**config.mk**
```make
export PLATFORM = sky130hd
export DESIGN_NAME = mips_multicycle_ctrl
export DESIGN_NICKNAME = d
export VERILOG_FILES = /design/src/rtl/mips_multicycle_ctrl.sv
export SDC_FILE = /design/constraint.sdc
export NUM_CORES = 1
export LEC_CHECK = 0
export BUFFER_PORTS_ARGS = -buffer_cell sky130_fd_sc_hd__buf_4
export CELL_PAD_IN_SITES_DETAIL_PLACEMENT = 0
export CELL_PAD_IN_SITES_GLOBAL_PLACEMENT = 1
export CORE_MARGIN = 2
export CORE_UTILIZATION = 39
export CTS_BUF_LIST = sky130_fd_sc_hd__clkbuf_16
export CTS_CLUSTER_SIZE = 24
export DETAILED_ROUTE_END_ITERATION = 12
export HOLD_SLACK_MARGIN = 0.05
export PLACE_DENSITY_LB_ADDON = 0.1
export SYNTH_ARGS = -nofsm -noshare
export SYNTH_HDL_FRONTEND = slang
export SYNTH_SLANG_ARGS = --single-unit
```
**constraint.sdc**
```tcl
create_clock -name clk -period 4.35 [get_ports clk]
set_clock_uncertainty 0.05 [all_clocks]
set_input_delay 0.87 -clock clk [delete_from_list [all_inputs] [get_ports clk]]
set_output_delay 0.87 -clock clk [all_outputs]
set_load 0.01 [all_outputs]
```
**src/rtl/mips_multicycle_ctrl.sv**
```systemverilog
// ---------------------------------------------------------------------------
// mips_multicycle_ctrl
//
// Multi-cycle sequencer for the MIPS datapath. Each instruction is split into
// FETCH / DECODE / EXECUTE / MEM / WB steps, and every datapath control strobe
// comes from this block. One memory port is shared between instruction fetch
// and data access. mem_ready tells the sequencer that the current access is
// complete.
//
// Ports
//   clk            system clock, rising edge
//   reset          asynchronous, active-low reset
//   opcode[5:0]    IR[31:26], sampled in DECODE only
//   zero           ALU zero flag (the datapath ANDs it with pc_write_cond)
//   mem_ready      memory completed the current read/write this cycle
//   pc_write       unconditional PC load
//   pc_write_cond  PC load if zero
//   i_or_d         memory address select: 0 = PC, 1 = ALUOut
//   mem_read       memory read request
//   mem_write      memory write request
//   ir_write       instruction register load
//   memto_reg      write-back source: 1 = MDR
//   reg_dst        destination select: 1 = rd, 0 = rt
//   reg_write      register file write enable
//   alu_src_a      ALU A: 0 = PC, 1 = A register
//   alu_src_b[1:0] ALU B: 00 = B, 01 = 4, 10 = sext imm, 11 = sext imm << 2
//   alu_op[1:0]    00 = add, 01 = subtract, 10 = funct field
//   pc_source[1:0] 00 = ALU result, 01 = ALUOut, 10 = jump target
//   state[3:0]     current state (debug)
//   illegal_op     pulse during DECODE of an undecodable opcode
//   instr_count    retired-instruction counter, wraps
// ---------------------------------------------------------------------------
module mips_multicycle_ctrl #(
   parameter bit MEM_WAIT_EN = 1'b1,
   parameter int CNT_W       = 16
) (
   input  logic             clk,
   input  logic             reset,
   input  logic [5:0]       opcode,
   input  logic             zero,
   input  logic             mem_ready,
   output logic             pc_write,
   output logic             pc_write_cond,
   output logic             i_or_d,
   output logic             mem_read,
   output logic             mem_write,
   output logic             ir_write,
   output logic             memto_reg,
   output logic             reg_dst,
   output logic             reg_write,
   output logic             alu_src_a,
   output logic [1:0]       alu_src_b,
   output logic [1:0]       alu_op,
   output logic [1:0]       pc_source,
   output logic [3:0]       state,
   output logic             illegal_op,
   output logic [CNT_W-1:0] instr_count
);

   typedef enum logic [3:0] {
      S_FETCH     = 4'd0,
      S_DECODE    = 4'd1,
      S_MEM_ADDR  = 4'd2,
      S_MEM_READ  = 4'd3,
      S_MEM_WB    = 4'd4,
      S_MEM_WRITE = 4'd5,
      S_EXECUTE   = 4'd6,
      S_ALU_WB    = 4'd7,
      S_BRANCH    = 4'd8,
      S_JUMP      = 4'd9,
      S_ADDI_EXEC = 4'd10,
      S_ADDI_WB   = 4'd11
   } state_t;

   state_t           state_q, state_d;
   // lw and sw share MEM_ADDR, so the store/load choice is remembered
   // from DECODE. The opcode is not looked at again after DECODE.
   logic             is_store_q, is_store_d;
   logic [CNT_W-1:0] cnt_q, cnt_d;
   logic             rdy;
   logic             retire;

   // With wait states disabled every access completes in one cycle.
   assign rdy = MEM_WAIT_EN ? mem_ready : 1'b1;

   // zero is consumed by the datapath together with pc_write_cond.
   // The sequencer itself never branches on it.
   logic unused_zero;
   assign unused_zero = zero;

   always_comb begin
      state_d       = state_q;
      is_store_d    = is_store_q;
      retire        = 1'b0;
      pc_write      = 1'b0;
      pc_write_cond = 1'b0;
      i_or_d        = 1'b0;
      mem_read      = 1'b0;
      mem_write     = 1'b0;
      ir_write      = 1'b0;
      memto_reg     = 1'b0;
      reg_dst       = 1'b0;
      reg_write     = 1'b0;
      alu_src_a     = 1'b0;
      alu_src_b     = 2'b00;
      alu_op        = 2'b00;
      pc_source     = 2'b00;
      illegal_op    = 1'b0;

      unique case (state_q)
         S_FETCH: begin
            mem_read  = 1'b1;
            alu_src_b = 2'b01;
            // PC+4 and the IR load only take effect once the fetch returns.
            pc_write  = rdy;
            ir_write  = rdy;
            if (rdy) state_d = S_DECODE;
         end
         S_DECODE: begin
            alu_src_b = 2'b11;
            unique case (opcode)
               6'b000000: state_d = S_EXECUTE;
               6'b100011: begin state_d = S_MEM_ADDR; is_store_d = 1'b0; end
               6'b101011: begin state_d = S_MEM_ADDR; is_store_d = 1'b1; end
               6'b000100: state_d = S_BRANCH;
               6'b000010: state_d = S_JUMP;
               6'b001000: state_d = S_ADDI_EXEC;
               default: begin
                  state_d    = S_FETCH;
                  illegal_op = 1'b1;
               end
            endcase
         end
         S_MEM_ADDR: begin
            alu_src_a = 1'b1;
            alu_src_b = 2'b10;
            state_d   = is_store_q ? S_MEM_WRITE : S_MEM_READ;
         end
         S_MEM_READ: begin
            mem_read = 1'b1;
            i_or_d   = 1'b1;
            if (rdy) state_d = S_MEM_WB;
         end
         S_MEM_WB: begin
            reg_write = 1'b1;
            memto_reg = 1'b1;
            state_d   = S_FETCH;
         end
         S_MEM_WRITE: begin
            mem_write = 1'b1;
            i_or_d    = 1'b1;
            if (rdy) state_d = S_FETCH;
         end
         S_EXECUTE: begin
            alu_src_a = 1'b1;
            alu_op    = 2'b10;
            state_d   = S_ALU_WB;
         end
         S_ALU_WB: begin
            reg_write = 1'b1;
            reg_dst   = 1'b1;
            state_d   = S_FETCH;
         end
         S_BRANCH: begin
            alu_src_a     = 1'b1;
            alu_op        = 2'b01;
            pc_write_cond = 1'b1;
            pc_source     = 2'b01;
            state_d       = S_FETCH;
         end
         S_JUMP: begin
            pc_write  = 1'b1;
            pc_source = 2'b10;
            state_d   = S_FETCH;
         end
         S_ADDI_EXEC: begin
            alu_src_a = 1'b1;
            alu_src_b = 2'b10;
            state_d   = S_ADDI_WB;
         end
         S_ADDI_WB: begin
            reg_write = 1'b1;
            state_d   = S_FETCH;
         end
         default: state_d = S_FETCH;
      endcase

      // Only a completed instruction returning to FETCH counts. An illegal
      // opcode also returns from DECODE, but it does not retire.
      if (state_d == S_FETCH && state_q != S_FETCH && state_q != S_DECODE)
         retire = 1'b1;
      cnt_d = cnt_q + CNT_W'(retire);

      // While reset is held, every strobe is silenced, including the
      // FETCH strobes that the reset state would otherwise drive.
      if (!reset) begin
         pc_write      = 1'b0;
         pc_write_cond = 1'b0;
         i_or_d        = 1'b0;
         mem_read      = 1'b0;
         mem_write     = 1'b0;
         ir_write      = 1'b0;
         memto_reg     = 1'b0;
         reg_dst       = 1'b0;
         reg_write     = 1'b0;
         alu_src_a     = 1'b0;
         alu_src_b     = 2'b00;
         alu_op        = 2'b00;
         pc_source     = 2'b00;
         illegal_op    = 1'b0;
      end
   end

   always_ff @(posedge clk or negedge reset) begin
      if (!reset) begin
         state_q    <= S_FETCH;
         is_store_q <= 1'b0;
         cnt_q      <= '0;
      end else begin
         state_q    <= state_d;
         is_store_q <= is_store_d;
         cnt_q      <= cnt_d;
      end
   end

   assign state       = state_q;
   assign instr_count = cnt_q;

endmodule

```
; ---- Word-level counts from Yosys, hierarchy flattened
; Index checks and enable logic that the tools add are counted.
[totals]
reg_bits = 21
inputBits = 10
wordCells = 73
[classes]
n_addsub = 1
eq_ne = 17
mux = 37
n_reduce_logical = 15
[op_table]
columns = op, n
row1 = 4-bit one-hot mux with 7 select lines, 1
row2 = 1-bit two-way mux, 23
row3 = 4-bit one-hot mux with 5 select lines, 1
row4 = 16-bit by 1-bit adder with 16-bit output, 1
row5 = "4-bit by 3-bit equality test with 1-bit output, second input constant", 4
row6 = "4-bit equality test, second input constant", 4
row7 = "6-bit equality test, second input constant", 2
row8 = 4-bit two-way mux, 3
row9 = "4-bit by 2-bit equality test with 1-bit output, second input constant", 2
row10 = 4-bit zero test, 2
row11 = 2-bit one-hot mux with 2 select lines, 2
row12 = 2-bit OR reduction, 4
row13 = "6-bit by 2-bit equality test with 1-bit output, second input constant", 1
row14 = "6-bit by 3-bit equality test with 1-bit output, second input constant", 1
row15 = "6-bit by 4-bit equality test with 1-bit output, second input constant", 1
row16 = 6-bit zero test, 1
row17 = 2-bit two-way mux, 3
row18 = 2-bit one-hot mux with 3 select lines, 1
row19 = 6-bit OR reduction, 1
row20 = "4-bit by 1-bit equality test with 1-bit output, second input constant", 1
row21 = "4-bit by 1-bit != test with 1-bit output, second input constant", 1
row22 = 1-bit one-hot mux with 2 select lines, 2
row23 = 4-bit nonzero test, 1
row24 = 4-bit OR reduction, 1
row25 = 5 further kinds, 6

; ---- Logic depth before layout (Yosys ltp)
[logic_depth]
ltp_word = 9
ltp_mapped = 11
ltp_nobuf = 10

; ---- Worst setup path before layout
; No wires, ideal clock.
[synth_path]
kind = input -> register
start = input port opcode[0]
end = register cnt_q[10] (netlist: instr_count[10])
setup_time_ns = 0.126
t_arrival_ns = 2.411
required_time_ns = 4.174
setup_slack_ns = 1.762
stages = 10
n_path_buf = 0
path_cell_list = nor3_1 -> nand3_1 -> nand2_1 -> a221oi_1 -> ha_1 -> ha_1 -> nand2_1 -> nor3_2 -> and3_1 -> xor2_1
[synth_between]
elab_chain_cells = 9
[synth_rtl]
columns = element, line
row1 = from (decl), 39  ; input logic [5:0] opcode,
row2 = 6-bit equality test, 121  ; unique case (opcode)
row3 = 2-bit OR reduction (no source line), -
row4 = 4-bit one-hot mux with 5 select lines *, 121
row5 = 4-bit one-hot mux with 7 select lines *, 110  ; unique case (state_q)
row6 = 4-bit zero test *, 190  ; if (state_d == S_FETCH && state_q != S_FETCH && state_q != S_DECODE)
row7 = 1-bit logical AND * (2 in a row), 190
row8 = 1-bit two-way mux *, 190
row9 = 16-bit by 1-bit adder with 16-bit output *, 192  ; cnt_d = cnt_q + CNT_W'(retire);
row10 = via cnt_d[10], 79  ; logic [CNT_W-1:0] cnt_q, cnt_d;
row11 = to (signal assigned), 222  ; cnt_q <= cnt_d;
row12 = to (decl), 79
; The timed path passes the listed nets; every way through them passes the cells marked *.
; A chain may end at the register's enable or synchronous reset.

; ---- Worst setup path after layout
[layout_path]
start = register state_q[1] (netlist: state[1])
end = register cnt_q[12] (netlist: instr_count[12])
[layout_between]
elab_chain_cells = 7
[layout_rtl]
columns = element, line
row1 = from (decl), 75  ; state_t state_q, state_d;
row2 = from (signal assigned), 220  ; state_q <= state_d;
row3 = 4-bit equality test (tied with other cells), 110
row4 = 4-bit one-hot mux with 7 select lines, 110
row5 = 4-bit zero test, 190
row6 = 1-bit logical AND, 190
row7 = 1-bit logical AND *, 190
row8 = 1-bit two-way mux *, 190
row9 = 16-bit by 1-bit adder with 16-bit output *, 192
row10 = via cnt_d[12], 79
; Marks and branches as above.

==> flow_summary.yaml <==
run_status:
  status: "completed"
setup_path:
  crit_type: "register to register"
  worstPathArrival_ps: 3060
  required_ps: 4430
  setup.worst_path.end_class: "register"
  reg2reg_slack_ps: 1370
  start_kind: "register"
  cp_max_fo: 21
floorplanning:
  initial_utilization_pct: 40.0
  dieArea_sq_mm: 0.00385
  row_count: 21
  die_y_microns: 62.1
  io_pins: 47
  core_area_sq_mm: 0.00328
  die_x_microns: 62.1
detailed_routing:
  ant_nets: 0
  drt_wl_total_mm: 2.88
  first_pass_iters: 4
  via_count: 1150
  wl_per_cell_microns: 12.4
  routed_via_density: 4.98
  drtIter0Drc: 43
  drcViolationCount: 0
cells_and_area:
  final_common_cell: "buf_4"
  antennaDiodeCount: 0
  final_cell_mix: "buf_4, dfrtp_1, nand2_1, nor2_1, nor3_1"
  fill_cells: 306
  fin_nets: 198
  drive_above_1_share_pct: 31.4
  finish.utilization_pct: 53.3
  areaGrowthSynthToFinish_pct: 33.1
cts:
  insertion_delay_ps: 250
  cts_root_buf: "clkbuf_16"
  cts_resized: 0
  cts.clk_slew.worst_paths_ps: 50
  cts_sinks: 21
  postCtsHoldBufs: 0
  htreeDepth: 1
  cts_setup_buffers: 0
  clockBufferDepth: 2
  numCtsBuffers: 3
  tritoncts: "built"
sta:
  relSlewSlack_pct: 57.0
  tns_ps: 0
  finalSetupViolCount: 0
  rsz0062_at_grt: "false"
  worst_slew_pin_slew_ps: 646
  finalMaxSlewViolations: 0
  period_minus_slack_ps: 2980
  timing.hold.ws_ps: 421
  clock.fmax_ghz: 0.336
  timing.final.crit_share_pct: 68.4
  hold_violations: 0
yosys:
  ys.flop_type: "dfrtp_1"
  syn_area_sq_mm: 0.00132
  yosysSeqAreaShare_pct: 40.0
  ys_async_sr_fraction_pct: 100
  synth-compound-area-share_pct: 8.85
  synth_adder_area_share_pct: 1.90
  synth-warning-count: 0
  synth_edf_count: 0
  ys_types: 36
  syn_avg_cell_area_sq_um: 9.13
  synthMuxAreaShare_pct: 1.62
  syn_inst: 144
  synth_top_family_by_area: "simple AND/OR/NAND/NOR gates"
  synth_simple_gate_area_share_pct: 32.1
  synth.net_count: 156
  synth_xor_xnor_area_share_pct: 12.0
  ys_ff_latch: 21
global_route:
  grt_pass1_vias: 1013
  antenna_found_initial: 0
  grt_usage_pct: 16.1
  grt_max_degree: 26
  grt-ovfl-total: 0
  grt_first_pass_wirelength_mm: 4.66
pwr:
  p_leak_nw: 0.836
  power.density_mw_per_mm2: 400
  ir_drop_mv: 0.179
place:
  gp_congestion: 0.813
  hpwlAfterDp_mm: 2.12
  io_buffers: 45
run:
  maxCapViolations: 0
hold_path:
  min_path_type: "register to register"
[kinds of logic (layout without fill, tap and decap cells)]
logic type,count (synthesis),count (layout)
adder cells (fa/ha/maj),2,2
multiplexers,2,2
XOR/XNOR,18,18
flip-flops,21,21
AO/OA/AOI/OAI,17,17
buffers and inverters,10,51
AND/OR/NAND/NOR,74,74
[synthesized netlist by cell type (3+ instances only)]
cell / number / area share (%)
nor4b_1: 3 / 2.0
xnor2_1: 8 / 5.3
buf_2: 5 / 1.9
and3_1: 3 / 1.4
a21oi_1: 4 / 1.5
nand2_1: 17 / 4.9
nor3_1: 11 / 4.2
nor3b_1: 3 / 1.7
nor2b_1: 4 / 1.9
nor2_1: 17 / 4.9
o21ai_0: 5 / 1.9
nand3_1: 5 / 1.9
dfrtp_1: 21 / 40
xor2_1: 10 / 6.7
nand2b_1: 3 / 1.4
[path summary, 6_finish.rpt]
| path | cells past startpoint | end | start |
|---|---|---|---|
| max | 9 | instr_count[12] | state[1] |
| min | 1 | instr_count[15] | instr_count[15] |
| max reg2reg | 9 | instr_count[12] | state[1] |
| min reg2reg | 1 | instr_count[15] | instr_count[15] |
| max in group asynchronous | 1 | instr_count[0] | reset |
| min in group asynchronous | 1 | instr_count[2] | reset |
[state kept, by name (all words and copies together), names as in the netlist]
| signal | count |
|---|---|
| instr_count | 16 |
| is_store_q | 1 |
| state | 4 |
[layer usage]
metal | part of all wire, % | global-route usage (%)
met5 | 0 | 0
met4 | 0.97 | 5.47
met3 | 5.6 | 2.07
met2 | 49 | 27.4
met1 | 44 | 21.0
[cell type report]
class | instances | area, sq um | area share [%]
repair buffers | 45 | 338 | 19.3
well taps | 46 | 57.6 | 3.29
multi-input cells | 113 | 742 | 42.4
inverters | 2 | 7.51 | 0.429
flip-flops and latches | 21 | 526 | 30.0
clock buffers | 3 | 75.1 | 4.29
clock inverters | 1 | 5.00 | 0.286
[report_power, final]
group | internal, W | switching (W)
clock | 0.000123 | 0.0000635
sequential | 0.000224 | 0.0000684
combinational | 0.000114 | 0.000108
[worst max-delay path, cell delays in order (launching register included)]
cell,delay [ps]
dfrtp_1,750
nand2b_1,330
nor2_1,120
a221oi_1,360
ha_1,280
ha_1,220
nand2_1,130
nor4_2,360
nand2_1,110
xnor2_1,130
[metrics by stage]
step,setup slack [ps],instance area (sq um),power (W),std cells
2_1_floorplan,1760,1320,0.000414,144
3_3_place_gp,1350,1670,0.000515,227
3_5_place_dp,1310,1670,0.000522,227
4_1_cts,1310,1750,0.000713,231
5_1_grt,1050,1750,0.000757,231
6_report,1370,1750,0.000701,231
Note: power is estimated with default switching activity, not from simulation.
